===== config.mk =====
export PLATFORM = sky130hd
export DESIGN_NAME = lr_sequencer_flat
export DESIGN_NICKNAME = d
export VERILOG_FILES = /design/src/rtl/lr_sequencer_if.sv /design/src/rtl/lr_sequencer.sv /design/src/flat_wrapper.sv
export SDC_FILE = /design/constraint.sdc
export NUM_CORES = 1
export LEC_CHECK = 0
export ABC_CLOCK_PERIOD_IN_PS = 2650
export BUFFER_PORTS_ARGS = -buffer_cell sky130_fd_sc_hd__buf_2
export CAP_MARGIN = 20
export CORE_MARGIN = 8
export CORE_UTILIZATION = 47
export DETAILED_ROUTE_END_ITERATION = 8
export PLACE_DENSITY = 0.86
export SYNTH_ARGS = -nofsm -noshare
export SYNTH_HDL_FRONTEND = slang
export SYNTH_SLANG_ARGS = --single-unit

===== constraint.sdc =====
create_clock -name clk -period 2.65 [get_ports clk]
set_input_delay 0.53 -clock clk [delete_from_list [all_inputs] [get_ports clk]]
set_output_delay 0.53 -clock clk [all_outputs]
set_load 0.005 [all_outputs]

===== src/rtl/lr_sequencer_if.sv =====
// Unified-buffer read bus and leaky-relu lane bus between lr_sequencer (master)
// and the buffer / leaky-relu pair (slave).
interface lr_sequencer_if #(
    parameter int unsigned DATA_W = 16,
    parameter int unsigned ADDR_W = 8
);
    logic                     ub_rd_en;
    logic [ADDR_W-1:0]        ub_rd_addr;
    logic signed [DATA_W-1:0] ub_rd_data_1;
    logic signed [DATA_W-1:0] ub_rd_data_2;
    logic signed [DATA_W-1:0] lr_data_1_out;
    logic signed [DATA_W-1:0] lr_data_2_out;
    logic                     lr_valid_1_out;
    logic                     lr_valid_2_out;
    logic signed [DATA_W-1:0] lr_leak_factor_out;
    logic                     lr_valid_1_in;
    logic                     lr_valid_2_in;

    modport master (
        output ub_rd_en, ub_rd_addr,
        output lr_data_1_out, lr_data_2_out, lr_valid_1_out, lr_valid_2_out,
        output lr_leak_factor_out,
        input  ub_rd_data_1, ub_rd_data_2,
        input  lr_valid_1_in, lr_valid_2_in
    );

    modport slave (
        input  ub_rd_en, ub_rd_addr,
        input  lr_data_1_out, lr_data_2_out, lr_valid_1_out, lr_valid_2_out,
        input  lr_leak_factor_out,
        output ub_rd_data_1, ub_rd_data_2,
        output lr_valid_1_in, lr_valid_2_in
    );
endinterface


===== src/rtl/lr_sequencer.sv =====
// Streams a job of buffer rows into a two-lane leaky-relu pair and waits for all results.
// Optional macro LR_SEQ_SKEW_EN delays lane 2 by one cycle (systolic skew).
module lr_sequencer #(
    parameter int unsigned DATA_W = 16,
    parameter int unsigned ADDR_W = 8
) (
    input  logic                     clk,
    input  logic                     rst,
    input  logic                     start,
    input  logic [ADDR_W-1:0]        row_count,
    input  logic [ADDR_W-1:0]        base_addr,
    input  logic signed [DATA_W-1:0] leak_factor_in,
    output logic                     busy,
    output logic                     done,
    lr_sequencer_if.master           bus
);
    localparam int unsigned CNT_W = ADDR_W + 1;

    localparam logic [1:0] ST_IDLE  = 2'd0;
    localparam logic [1:0] ST_READ  = 2'd1;
    localparam logic [1:0] ST_DRAIN = 2'd2;
    localparam logic [1:0] ST_DONE  = 2'd3;

    logic [1:0]               state_q, state_d;
    logic [ADDR_W-1:0]        rows_q, rows_d;
    logic [ADDR_W-1:0]        rd_left_q, rd_left_d;
    logic                     rd_en_q, rd_en_d;
    logic [ADDR_W-1:0]        rd_addr_q, rd_addr_d;
    logic signed [DATA_W-1:0] leak_q, leak_d;
    logic [CNT_W-1:0]         cnt1_q, cnt1_d;
    logic [CNT_W-1:0]         cnt2_q, cnt2_d;
    logic                     busy_q, busy_d;
    logic                     done_q, done_d;
    logic                     v1_q, v2_q;
    logic signed [DATA_W-1:0] d1_q, d2_q;

    // Next-state and next-output logic
    always_comb begin
        state_d   = state_q;
        rows_d    = rows_q;
        rd_left_d = rd_left_q;
        rd_en_d   = 1'b0;
        rd_addr_d = rd_addr_q;
        leak_d    = leak_q;
        cnt1_d    = cnt1_q;
        cnt2_d    = cnt2_q;

        if (state_q == ST_READ || state_q == ST_DRAIN) begin
            if (bus.lr_valid_1_in) cnt1_d = cnt1_q + CNT_W'(1);
            if (bus.lr_valid_2_in) cnt2_d = cnt2_q + CNT_W'(1);
        end

        case (state_q)
            ST_IDLE: begin
                if (start) begin
                    rows_d = row_count;
                    leak_d = leak_factor_in;
                    cnt1_d = '0;
                    cnt2_d = '0;
                    if (row_count == '0) begin
                        state_d = ST_DONE;
                    end else begin
                        state_d   = ST_READ;
                        rd_en_d   = 1'b1;
                        rd_addr_d = base_addr;
                        rd_left_d = row_count - ADDR_W'(1);
                    end
                end
            end
            ST_READ: begin
                if (rd_left_q != '0) begin
                    rd_en_d   = 1'b1;
                    rd_addr_d = rd_addr_q + ADDR_W'(1);
                    rd_left_d = rd_left_q - ADDR_W'(1);
                end else begin
                    state_d = ST_DRAIN;
                end
            end
            ST_DRAIN: begin
                // Next-count compare so final returns arriving this cycle are included
                if (cnt1_d == CNT_W'(rows_q) && cnt2_d == CNT_W'(rows_q)) state_d = ST_DONE;
            end
            ST_DONE:  state_d = ST_IDLE;
            default:  state_d = ST_IDLE;
        endcase

        busy_d = (state_d == ST_READ) || (state_d == ST_DRAIN);
        done_d = (state_d == ST_DONE);
    end

    // Control state register
    always_ff @(posedge clk or negedge rst) begin
        if (!rst) begin
            state_q   <= ST_IDLE;
            rows_q    <= '0;
            rd_left_q <= '0;
            rd_en_q   <= 1'b0;
            rd_addr_q <= '0;
            leak_q    <= '0;
            cnt1_q    <= '0;
            cnt2_q    <= '0;
            busy_q    <= 1'b0;
            done_q    <= 1'b0;
        end else begin
            state_q   <= state_d;
            rows_q    <= rows_d;
            rd_left_q <= rd_left_d;
            rd_en_q   <= rd_en_d;
            rd_addr_q <= rd_addr_d;
            leak_q    <= leak_d;
            cnt1_q    <= cnt1_d;
            cnt2_q    <= cnt2_d;
            busy_q    <= busy_d;
            done_q    <= done_d;
        end
    end

`ifdef LR_SEQ_SKEW_EN
    logic                     skew_v_q;
    logic signed [DATA_W-1:0] skew_d_q;
`endif

    // Lane datapath: data captured only with its valid, held otherwise
    always_ff @(posedge clk or negedge rst) begin
        if (!rst) begin
            v1_q     <= 1'b0;
            d1_q     <= '0;
            v2_q     <= 1'b0;
            d2_q     <= '0;
`ifdef LR_SEQ_SKEW_EN
            skew_v_q <= 1'b0;
            skew_d_q <= '0;
`endif
        end else begin
            v1_q <= rd_en_q;
            if (rd_en_q) d1_q <= bus.ub_rd_data_1;
`ifdef LR_SEQ_SKEW_EN
            skew_v_q <= rd_en_q;
            if (rd_en_q) skew_d_q <= bus.ub_rd_data_2;
            v2_q <= skew_v_q;
            if (skew_v_q) d2_q <= skew_d_q;
`else
            v2_q <= rd_en_q;
            if (rd_en_q) d2_q <= bus.ub_rd_data_2;
`endif
        end
    end

    assign bus.ub_rd_en           = rd_en_q;
    assign bus.ub_rd_addr         = rd_addr_q;
    assign bus.lr_data_1_out      = d1_q;
    assign bus.lr_data_2_out      = d2_q;
    assign bus.lr_valid_1_out     = v1_q;
    assign bus.lr_valid_2_out     = v2_q;
    assign bus.lr_leak_factor_out = leak_q;
    assign busy                   = busy_q;
    assign done                   = done_q;
endmodule


===== src/flat_wrapper.sv =====
// flat-port wrapper written by rule: the top's interface ports become plain ports
module lr_sequencer_flat 
#(
    parameter int unsigned DATA_W = 16,
    parameter int unsigned ADDR_W = 8
)
  (clk, rst, start, row_count, base_addr, leak_factor_in, busy, done, bus_ub_rd_en, bus_ub_rd_addr, bus_lr_data_1_out, bus_lr_data_2_out, bus_lr_valid_1_out, bus_lr_valid_2_out, bus_lr_leak_factor_out, bus_ub_rd_data_1, bus_ub_rd_data_2, bus_lr_valid_1_in, bus_lr_valid_2_in);
  lr_sequencer_if #(.DATA_W(DATA_W), .ADDR_W(ADDR_W)) bus_i ();
  input  logic clk;
  input  logic rst;
  input  logic start;
  input  logic [ADDR_W-1:0] row_count;
  input  logic [ADDR_W-1:0] base_addr;
  input  logic signed [DATA_W-1:0] leak_factor_in;
  output logic busy;
  output logic done;
  output wire logic [$bits(bus_i.ub_rd_en)-1:0] bus_ub_rd_en;
  output wire logic [$bits(bus_i.ub_rd_addr)-1:0] bus_ub_rd_addr;
  output wire logic [$bits(bus_i.lr_data_1_out)-1:0] bus_lr_data_1_out;
  output wire logic [$bits(bus_i.lr_data_2_out)-1:0] bus_lr_data_2_out;
  output wire logic [$bits(bus_i.lr_valid_1_out)-1:0] bus_lr_valid_1_out;
  output wire logic [$bits(bus_i.lr_valid_2_out)-1:0] bus_lr_valid_2_out;
  output wire logic [$bits(bus_i.lr_leak_factor_out)-1:0] bus_lr_leak_factor_out;
  input wire logic [$bits(bus_i.ub_rd_data_1)-1:0] bus_ub_rd_data_1;
  input wire logic [$bits(bus_i.ub_rd_data_2)-1:0] bus_ub_rd_data_2;
  input wire logic [$bits(bus_i.lr_valid_1_in)-1:0] bus_lr_valid_1_in;
  input wire logic [$bits(bus_i.lr_valid_2_in)-1:0] bus_lr_valid_2_in;
  assign bus_ub_rd_en = bus_i.ub_rd_en;
  assign bus_ub_rd_addr = bus_i.ub_rd_addr;
  assign bus_lr_data_1_out = bus_i.lr_data_1_out;
  assign bus_lr_data_2_out = bus_i.lr_data_2_out;
  assign bus_lr_valid_1_out = bus_i.lr_valid_1_out;
  assign bus_lr_valid_2_out = bus_i.lr_valid_2_out;
  assign bus_lr_leak_factor_out = bus_i.lr_leak_factor_out;
  assign bus_i.ub_rd_data_1 = bus_ub_rd_data_1;
  assign bus_i.ub_rd_data_2 = bus_ub_rd_data_2;
  assign bus_i.lr_valid_1_in = bus_lr_valid_1_in;
  assign bus_i.lr_valid_2_in = bus_lr_valid_2_in;
  lr_sequencer #(.DATA_W(DATA_W), .ADDR_W(ADDR_W)) u_core (.clk(clk), .rst(rst), .start(start), .row_count(row_count), .base_addr(base_addr), .leak_factor_in(leak_factor_in), .busy(busy), .done(done), .bus(bus_i));
endmodule

Word level (Yosys, flattened, before mapping). Cells that the tools add are included.

$add $sub $neg: 5. Eq/ne operators: 11. Mux-type cells: 25. Reduce and logical (&&, ||, !) cells: 9.

Operator list (count): 9-bit 2-to-1 mux (8); 8-bit 2-to-1 mux (6); 8-bit one-hot mux with 2 select lines (2); 9-bit by 1-bit adder with 9-bit output, second input constant (2); 9-bit by 8-bit equality test with 1-bit output (2); 8-bit by 1-bit subtractor with 8-bit output, second input constant (2); 8-bit by 1-bit adder with 8-bit output, second input constant (1); 2-bit equality test, second input constant (4); 8-bit logical NOT (1); 2-bit 2-to-1 mux (4); 2-bit one-hot mux with 4 select lines (1); 8-bit nonzero test (1); 2-bit != test, second input constant (3); 2-bit by 1-bit equality test with 1-bit output, second input constant (2); 4-bit AND reduction (1); 1-bit 2-to-1 mux (3); 2-bit logical NOT (1); 1-bit logical OR (2); 1-bit one-hot mux with 2 select lines (1); 2-bit AND reduction (1); 2-bit nonzero test (1); 1-bit logical AND (1).

Bits in registers: 96. Output and inout bits: 61. Logic and storage cells: 63.

Depth between registers and ports, before layout. Gate-level depths: netlist of run 1.

Depth after elaboration: 9. Mapped depth: 11.

Worst setup path before layout of run 1. Ideal clock, no wire load.

Path type: register to register. From: register u_core.state_q[0]. To: register u_core.busy_q (netlist: u_core.busy). Library setup time: 126 ps. Data arrival time: 2455 ps. Data required time: 2524 ps. Setup slack: 69 ps. Stages on the path, launching flop included: 11. Buffers on the path: 1. Clock period less this slack: 2581 ps. Cells stage by stage: dfrtp_1 > inv_1 > ha_1 > buf_6 > nand3_1 > or4_1 > xnor2_1 > a211o_1 > nor4_1 > a31o_1 > ha_1.

Word-level cells in the longest chain between the ends: 9. Elaborated cells on any way between the ends: 17.

Ends and longest elaborated chain: from (decl) (RTL line lr_sequencer.sv:24) `logic [1:0] state_q, state_d;`; from (signal assigned) (RTL line lr_sequencer.sv:105) `state_q <= state_d;`; 2-bit by 1-bit equality test with 1-bit output / 2-bit equality test (equally long branches) (RTL line lr_sequencer.sv:48, lr_sequencer.sv:53); 1-bit logical OR (RTL line lr_sequencer.sv:48) `if (state_q == ST_READ || state_q == ST_DRAIN) begin`; 9-bit 2-to-1 mux (RTL line lr_sequencer.sv:48); 9-bit by 8-bit equality test with 1-bit output (RTL line lr_sequencer.sv:81) `if (cnt1_d == CNT_W'(rows_q) && cnt2_d == CNT_W'(rows_q)) state_d = ST_DONE;`; 1-bit logical AND (RTL line lr_sequencer.sv:81); 2-bit 2-to-1 mux (RTL line lr_sequencer.sv:81); 2-bit one-hot mux with 4 select lines * (RTL line lr_sequencer.sv:53) `case (state_q)`; net u_core.state_d[0] (RTL line lr_sequencer.sv:24); 2-bit by 1-bit equality test with 1-bit output / 2-bit equality test (equally long branches) (RTL line lr_sequencer.sv:87) `busy_d = (state_d == ST_READ) || (state_d == ST_DRAIN);`; 1-bit logical OR * (RTL line lr_sequencer.sv:87); net u_core.busy_d (RTL line lr_sequencer.sv:32) `logic busy_q, busy_d;`; to (signal assigned) (RTL line lr_sequencer.sv:113) `busy_q <= busy_d;`; to (decl) (RTL line lr_sequencer.sv:32).

The timed path passes the listed nets; every way through them passes the cells marked *. A chain may end at the register's enable or synchronous reset.

Worst setup path in the final report of run 1.
From: register u_core.state_q[1]. To: register u_core.busy_q (netlist: u_core.busy).

The elaborated chain is that of the path after synthesis.

==> run_results.csv, run 1 <==
group,metric,value,unit
clocking,clkSinkCount,96,
sta,setup_viol,0,
sta,tightest_slew,558.0,ps
drt,viasPerCell,5.307,
clocking,worstSkewPairLatency,370,ps
drt,dr.pass1.iters,4,
sta,period_needed,2559,ps
drt,drt_wl_total,12.36,mm
worst_setup_path,start_kind,"flop",
power,power,6.566,mW
synth,ys_warn_count,0,
synth,synth_top_area_cell,"dfrtp_1",
synth,syn_avg_cell_area,10.19,sq um
worst_setup_path,slowest_delay,420,ps
global_route,grt_max_degree,56,
clocking,clk_pin_slew,100,ps
run_status,status,"finished, final reports clean",
floorplanning,dieArea,13380,sq um
place,io_buffers,129,
synth,syn_nets,535,
synth,syn_inst,458,
place,hpwl,9.260,mm
floorplanning,initial_utilization,47.98,%
floorplanning,dieWidth,115.7,um
synth,syn_area,4668,sq um
worst_setup_path,r2r_cells,10,
clocking,htreeDepth,3,
clocking,cts_tree,"done",
sta,period_share,96.57,%
global_route,grt_overflow_total,0,
sta,slew_viol_final,0,
synth,synthTopCellsByArea,"dfrtp_1, mux2_2, nand2_1",
drt,wl_per_cell,16.52,um
worst_setup_path,arrival,2810,ps
job,cap_viol_max_count,0,
synth,synth_flop_cell,"dfrtp_1",
clocking,root_buffer,"clkbuf_8",
synth,ys_seq_elements,96,
worst_setup_path,cp-end-kind,"flop",
sta,skew,10.33,ps
worst_setup_path,cp_num_buf_inv,2,
sta,hold_viol,0,
global_route,antenna_found_initial,0,
global_route,grt_pass1_vias,4059,
worst_setup_path,cpMaxStageDelayCell,"or4_1",
min_path,hp-class,"primary input to asynchronous set/reset pin",
sta,setup_tns,0,ps
drt,num_vias,3970,
worst_setup_path,crit_family,"simple AND/OR/NAND/NOR gates",
synth,ys_top_cells_by_count,"dfrtp_1, nand2_1, mux2_2",
synth,synthArstFlopShare,100.0,%
layout,drive_above_1_share,38.21,%
sta,slew_headroom,62.80,%
power,powerDensity,1112,nW/um^2
power,leakage,2.830,nW
layout,postLayoutCellArea,5907,sq um
clocking,cts_inserted_buffers,9,
synth,synth_seq_area_share,51.46,%
synth,synth.most_common_cell,"dfrtp_1",
floorplanning,die_y,115.7,um
layout,utilization,60.71,%
synth,synth.top_cell.area_share,51.46,%
worst_setup_path,path_cells,"inv_2 -> ha_4 -> buf_4 -> nand3_1 -> or4_1 -> xnor2_1 -> a211o_1 -> nor4_2 -> a31o_1 -> ha_1",
clocking,cts_buffer_depth,2,
global_route,grt_pass1_wl,19.72,mm
drt,drt_iter0_drc,263,
drt,drc,0,
place,place_congestion,0.8987,
synth,yosysUniqueCellTypes,52,
floorplanning,core_area,9729,sq um
floorplanning,ios,130,
drt,ant_nets,0,
worst_setup_path,crit_type,"flop to flop",
worst_setup_path,reg2reg_slack,90,ps
floorplanning,rows,36,
worst_setup_path,cp_max_fo,6,
sta,hold-worst-slack,129.8,ps
synth,synth_edf_count,0,
global_route,grt.total_usage,18.69,%
layout,area_growth_syn_to_layout,26.53,%
layout,n_fill_cell,827,
place,dpl_cell_area,5628,sq um
layout,final_nets,687,
clocking,hold_buffers,0,
sta,max_freq,390.8,MHz
power,irDropWorstVdd,0.4611,mV
layout,diodes,0,
worst_setup_path,cp.required,2900,ps
worst_setup_path,path_depth,10,
## final timing paths
path,end,startpoint
worst min-delay path,u_core.bus.lr_data_1_out[10],rst
worst max register to register,u_core.busy,u_core.state_q[1]
max in group asynchronous,u_core.state_q[1],rst
min in group clk,u_core.bus.lr_leak_factor_out[6],leak_factor_in[6]
worst max-delay path,u_core.busy,u_core.state_q[1]
worst min register to register,u_core.bus.lr_leak_factor_out[11],u_core.bus.lr_leak_factor_out[11]
## timing repair
action                     4_1_cts  5_1_grt
hold endpoints to repair         0        0
setup buffers                    0        2
cloned                           0        0
gates resized for setup          3       10
setup endpoints to repair        2        2
pin swaps                        0        7
## cells by family after synthesis
| family | Yosys count | share of synthesized area (%) |
|---|---|---|
| flops | 96 | 51.46 |
| fa+ha+maj | 8 | 2.144 |
| buf+inv | 34 | 3.350 |
| compound gates | 84 | 11.61 |
| xor+xnor | 19 | 3.565 |
| simple gates | 181 | 19.30 |
| mux | 36 | 8.577 |
## report_power, final
group | total (mW) | internal (mW) | switching (mW)
clock | 1.02 | 0.456 | 0.564
combinational | 2.97 | 1.47 | 1.50
sequential | 2.58 | 2.10 | 0.477
## through the flow
| stage | std cells | setup WS, ps |
|---|---|---|
| after global routing | 748 | -4.286 |
| after detailed placement | 730 | -110.7 |
| after floorplan | 458 | 68.82 |
| final | 748 | 90.89 |
| after CTS | 746 | 52.15 |
| after global placement | 730 | -13.39 |
## cells in the final DEF (no fill, tap or decap), types with 5 or more instances in the layout
cell      count
clkbuf_8      9
buf_4        35
nor2_1       20
a21oi_1      19
mux2_2       32
o22ai_1       5
nand3_1      13
dfrtp_1      96
nor3_1       15
buf_2       128
ha_1          7
and2_1        6
inv_1         9
a22oi_1       7
o21ai_0      30
nor3b_1       5
nand2_1      85
xnor2_1      15
## sequential cells by signal, summed over array words and instances, names as in the netlist
signal                         cells
u_core.rows_q                      8
u_core.bus.lr_leak_factor_out     16
u_core.bus.ub_rd_en                1
u_core.bus.lr_data_2_out          16
u_core.bus.lr_data_1_out          16
u_core.bus.lr_valid_1_out          1
u_core.rd_left_q                   8
u_core.cnt2_q                      9
u_core.cnt1_q                      9
u_core.done                        1
u_core.bus.ub_rd_addr              8
u_core.state_q                     2
u_core.busy                        1
## area by class of cell
cell class                      count  area, sq um  area share, %
Clock buffer                        9        123.9          2.097
Sequential cell                    96         2402          40.67
Multi-Input combinational cell    328         2160          36.56
Clock inverter                      7        90.09          1.525
Timing Repair Buffer              164        923.4          15.63
Inverter                           11        41.29         0.6990
Tap cell                          133        166.4          2.817
## layer usage
metal / share of wire (%) / GRT usage [%]
met1: 42 / 23.02
met5: 0 / 0
met4: 1.0 / 6.482
met3: 8.6 / 5.732
met2: 48 / 30.47
(Power assumes the default switching activity.)
==> inputs of run 2 (changes only) <==
--- a/config.mk
+++ b/config.mk
@@ -5,7 +5,7 @@
 export SDC_FILE = /design/constraint.sdc
 export NUM_CORES = 1
 export LEC_CHECK = 0
-export ABC_CLOCK_PERIOD_IN_PS = 2650
+export ABC_CLOCK_PERIOD_IN_PS = 2200
 export BUFFER_PORTS_ARGS = -buffer_cell sky130_fd_sc_hd__buf_2
 export CAP_MARGIN = 20
 export CORE_MARGIN = 8
==> constraint.sdc (replaced) <==
create_clock -name clk -period 2.2 [get_ports clk]
set_input_delay 0.44 -clock clk [delete_from_list [all_inputs] [get_ports clk]]
set_output_delay 0.44 -clock clk [all_outputs]
set_load 0.005 [all_outputs]
==> run 2 against run 1 <==
The flow now finishes with violations (negative setup slack). Flip-flop and latch count did not move. Worst hold slack worse by 72 ps. Routed wire length up 5.9%. Final area rose by 7.5%. Combinational power rose by 42%. Core utilization grew 4.6 points. Largest cell class unchanged.
==> run_results.csv, run 2 (synthesis results as in run 1) <==
group,metric,value,unit
run_status,status,"complete, but fails checks",
run_status,violations,"negative setup slack",
sta,max_freq,382.1,MHz
layout,drive_above_1_share,43.88,%
drt,ant_nets,0,
floorplanning,dieArea,13380,sq um
sta,setup_viol,3,
place,io_buffers,129,
floorplanning,dieWidth,115.7,um
place,hpwl,9.439,mm
job,cap_viol_max_count,0,
global_route,grt_overflow_total,0,
worst_setup_path,r2r_end,"u_core.busy",
clocking,cts_inserted_buffers,9,
sta,skew,12.51,ps
sta,period_share,119.0,%
clocking,cts_buffer_depth,2,
drt,viasPerCell,5.371,
sta,setup_tns,-850.2,ps
sta,period_needed,2617,ps
worst_setup_path,cpMaxStageDelayCell,"dfrtp_1",
sta,tightest_slew,579.2,ps
layout,diodes,0,
worst_setup_path,r2r_cells,10,
worst_setup_path,reg2reg_slack,-420,ps
place,place_congestion,0.9311,
worst_setup_path,path_cells,"inv_2 -> ha_4 -> nand4_4 -> buf_4 -> o21ai_0 -> nand4_1 -> o21ba_4 -> a2111oi_4 -> a31o_1 -> ha_1",
drt,wl_per_cell,16.63,um
layout,final_nets,726,
global_route,grt_pass1_vias,4270,
global_route,grt_max_degree,46,
floorplanning,initial_utilization,47.98,%
floorplanning,rows,36,
worst_setup_path,slowest_delay,380,ps
layout,mostFrequentLayoutCell,"buf_2",
clocking,htreeDepth,3,
min_path,hp-class,"primary input to asynchronous set/reset pin",
worst_setup_path,cp_max_fo,6,
drt,drc,0,
floorplanning,ios,130,
worst_setup_path,cp.required,2450,ps
sta,final.setup.worst_slack,-417.1,ps
sta,hold_viol,0,
worst_setup_path,rr_startpoint,"u_core.state_q[1]",
layout,area_growth_syn_to_layout,36.05,%
worst_setup_path,cp-end-kind,"flop",
sta,rsz0062_at_grt,"true",
clocking,cts_tree,"done",
power,irDropWorstVdd,0.6625,mV
worst_setup_path,arrival,2860,ps
drt,drt_iter0_drc,412,
drt,drt_wl_total,13.09,mm
clocking,clk_pin_slew,100,ps
sta,slew_headroom,61.39,%
floorplanning,die_y,115.7,um
clocking,worstSkewPairLatency,370,ps
global_route,antenna_found_initial,0,
clocking,clkSinkCount,96,
power,power,8.579,mW
worst_setup_path,crit_type,"flop to flop",
clocking,root_buffer,"clkbuf_8",
sta,slew_viol_final,0,
floorplanning,core_area,9729,sq um
global_route,grt.total_usage,19.40,%
layout,final_cell_mix,"buf_2, dfrtp_1, nand2_1",
worst_setup_path,start_kind,"flop",
global_route,grt_pass1_wl,20.56,mm
drt,dr.pass1.iters,5,
power,powerDensity,1351,nW/um^2
drt,num_vias,4227,
power,leakage,3.050,nW
-- run 2: changes by cell type in the layout (fill, tap and decap cells not counted), moves of 2 or more --
cell     change
nor3_1       -2
nor3b_2      +2
buf_4       +36
nor3b_1      -2
mux2i_1      -2
nor3_2       +2
o21ai_0      -3
ha_1         -2
-- run 2: metrics by stage --
stage	cells	util [%]	setup slack, ps	hold slack, ps	instance area, sq um
final	787	65.28	-417.1	57.65	6351
after floorplan	458	-	-264.1	144.4	4696
after CTS	786	64.61	-373.3	74.12	6286
after detailed placement	764	60.70	-349.0	458.0	5906
after global routing	787	65.28	-503.3	71.59	6351
after global placement	764	60.70	-303.4	454.4	5906
-- run 2: final cells by class --
type                            count  area (sq um)
Tap cell                          133         166.4
Fill cell                         744          3378
Multi-Input combinational cell    328          2256
Clock inverter                      7         103.9
Timing Repair Buffer              203          1257
Sequential cell                    96          2402
Inverter                           11         41.29
Clock buffer                        9         123.9
-- run 2: timing repair --
action	in CTS	in global routing
pin swaps	7	3
cloned	1	0
setup buffers	5	1
gates resized for setup	18	14
hold buffers	0	0
setup endpoints to repair	8	10
-- run 2: metal layers --
metal	up-vias	track usage [%]	routed length [um]
li1	1986	-	-
met1	2010	23.07	5259
met2	198	32.91	6395
met3	33	5.888	1128
met4	0	6.223	303
met5	-	0	0
-- run 2: worst max-delay path by stage --
stage | start | end | cells past startpoint | slack (ps)
4_1_cts | u_core.state_q[1] | u_core.busy | 10 | -370
2_1_floorplan | u_core.state_q[0] | u_core.busy | 10 | -260
3_3_place_gp | u_core.state_q[1] | u_core.busy | 9 | -300
6_report | u_core.state_q[1] | u_core.busy | 10 | -420
5_1_grt | u_core.state_q[1] | u_core.busy | 10 | -500
3_5_place_dp | u_core.state_q[1] | u_core.busy | 9 | -350
-- run 2: critical path, delay by kind of cell (launching register included) --
family | cells | cell delay, ps
compound gates | 4 | 1030
fa+ha+maj | 2 | 560
flops | 1 | 380
simple gates | 2 | 290
buf+inv | 2 | 220
-- run 2: report_power, final --
part / internal, mW / switching, mW / total (mW)
combinational: 2.15 / 2.07 / 4.22
clock: 0.656 / 0.660 / 1.32
sequential: 2.53 / 0.511 / 3.04
total: 5.34 / 3.24 / 8.58
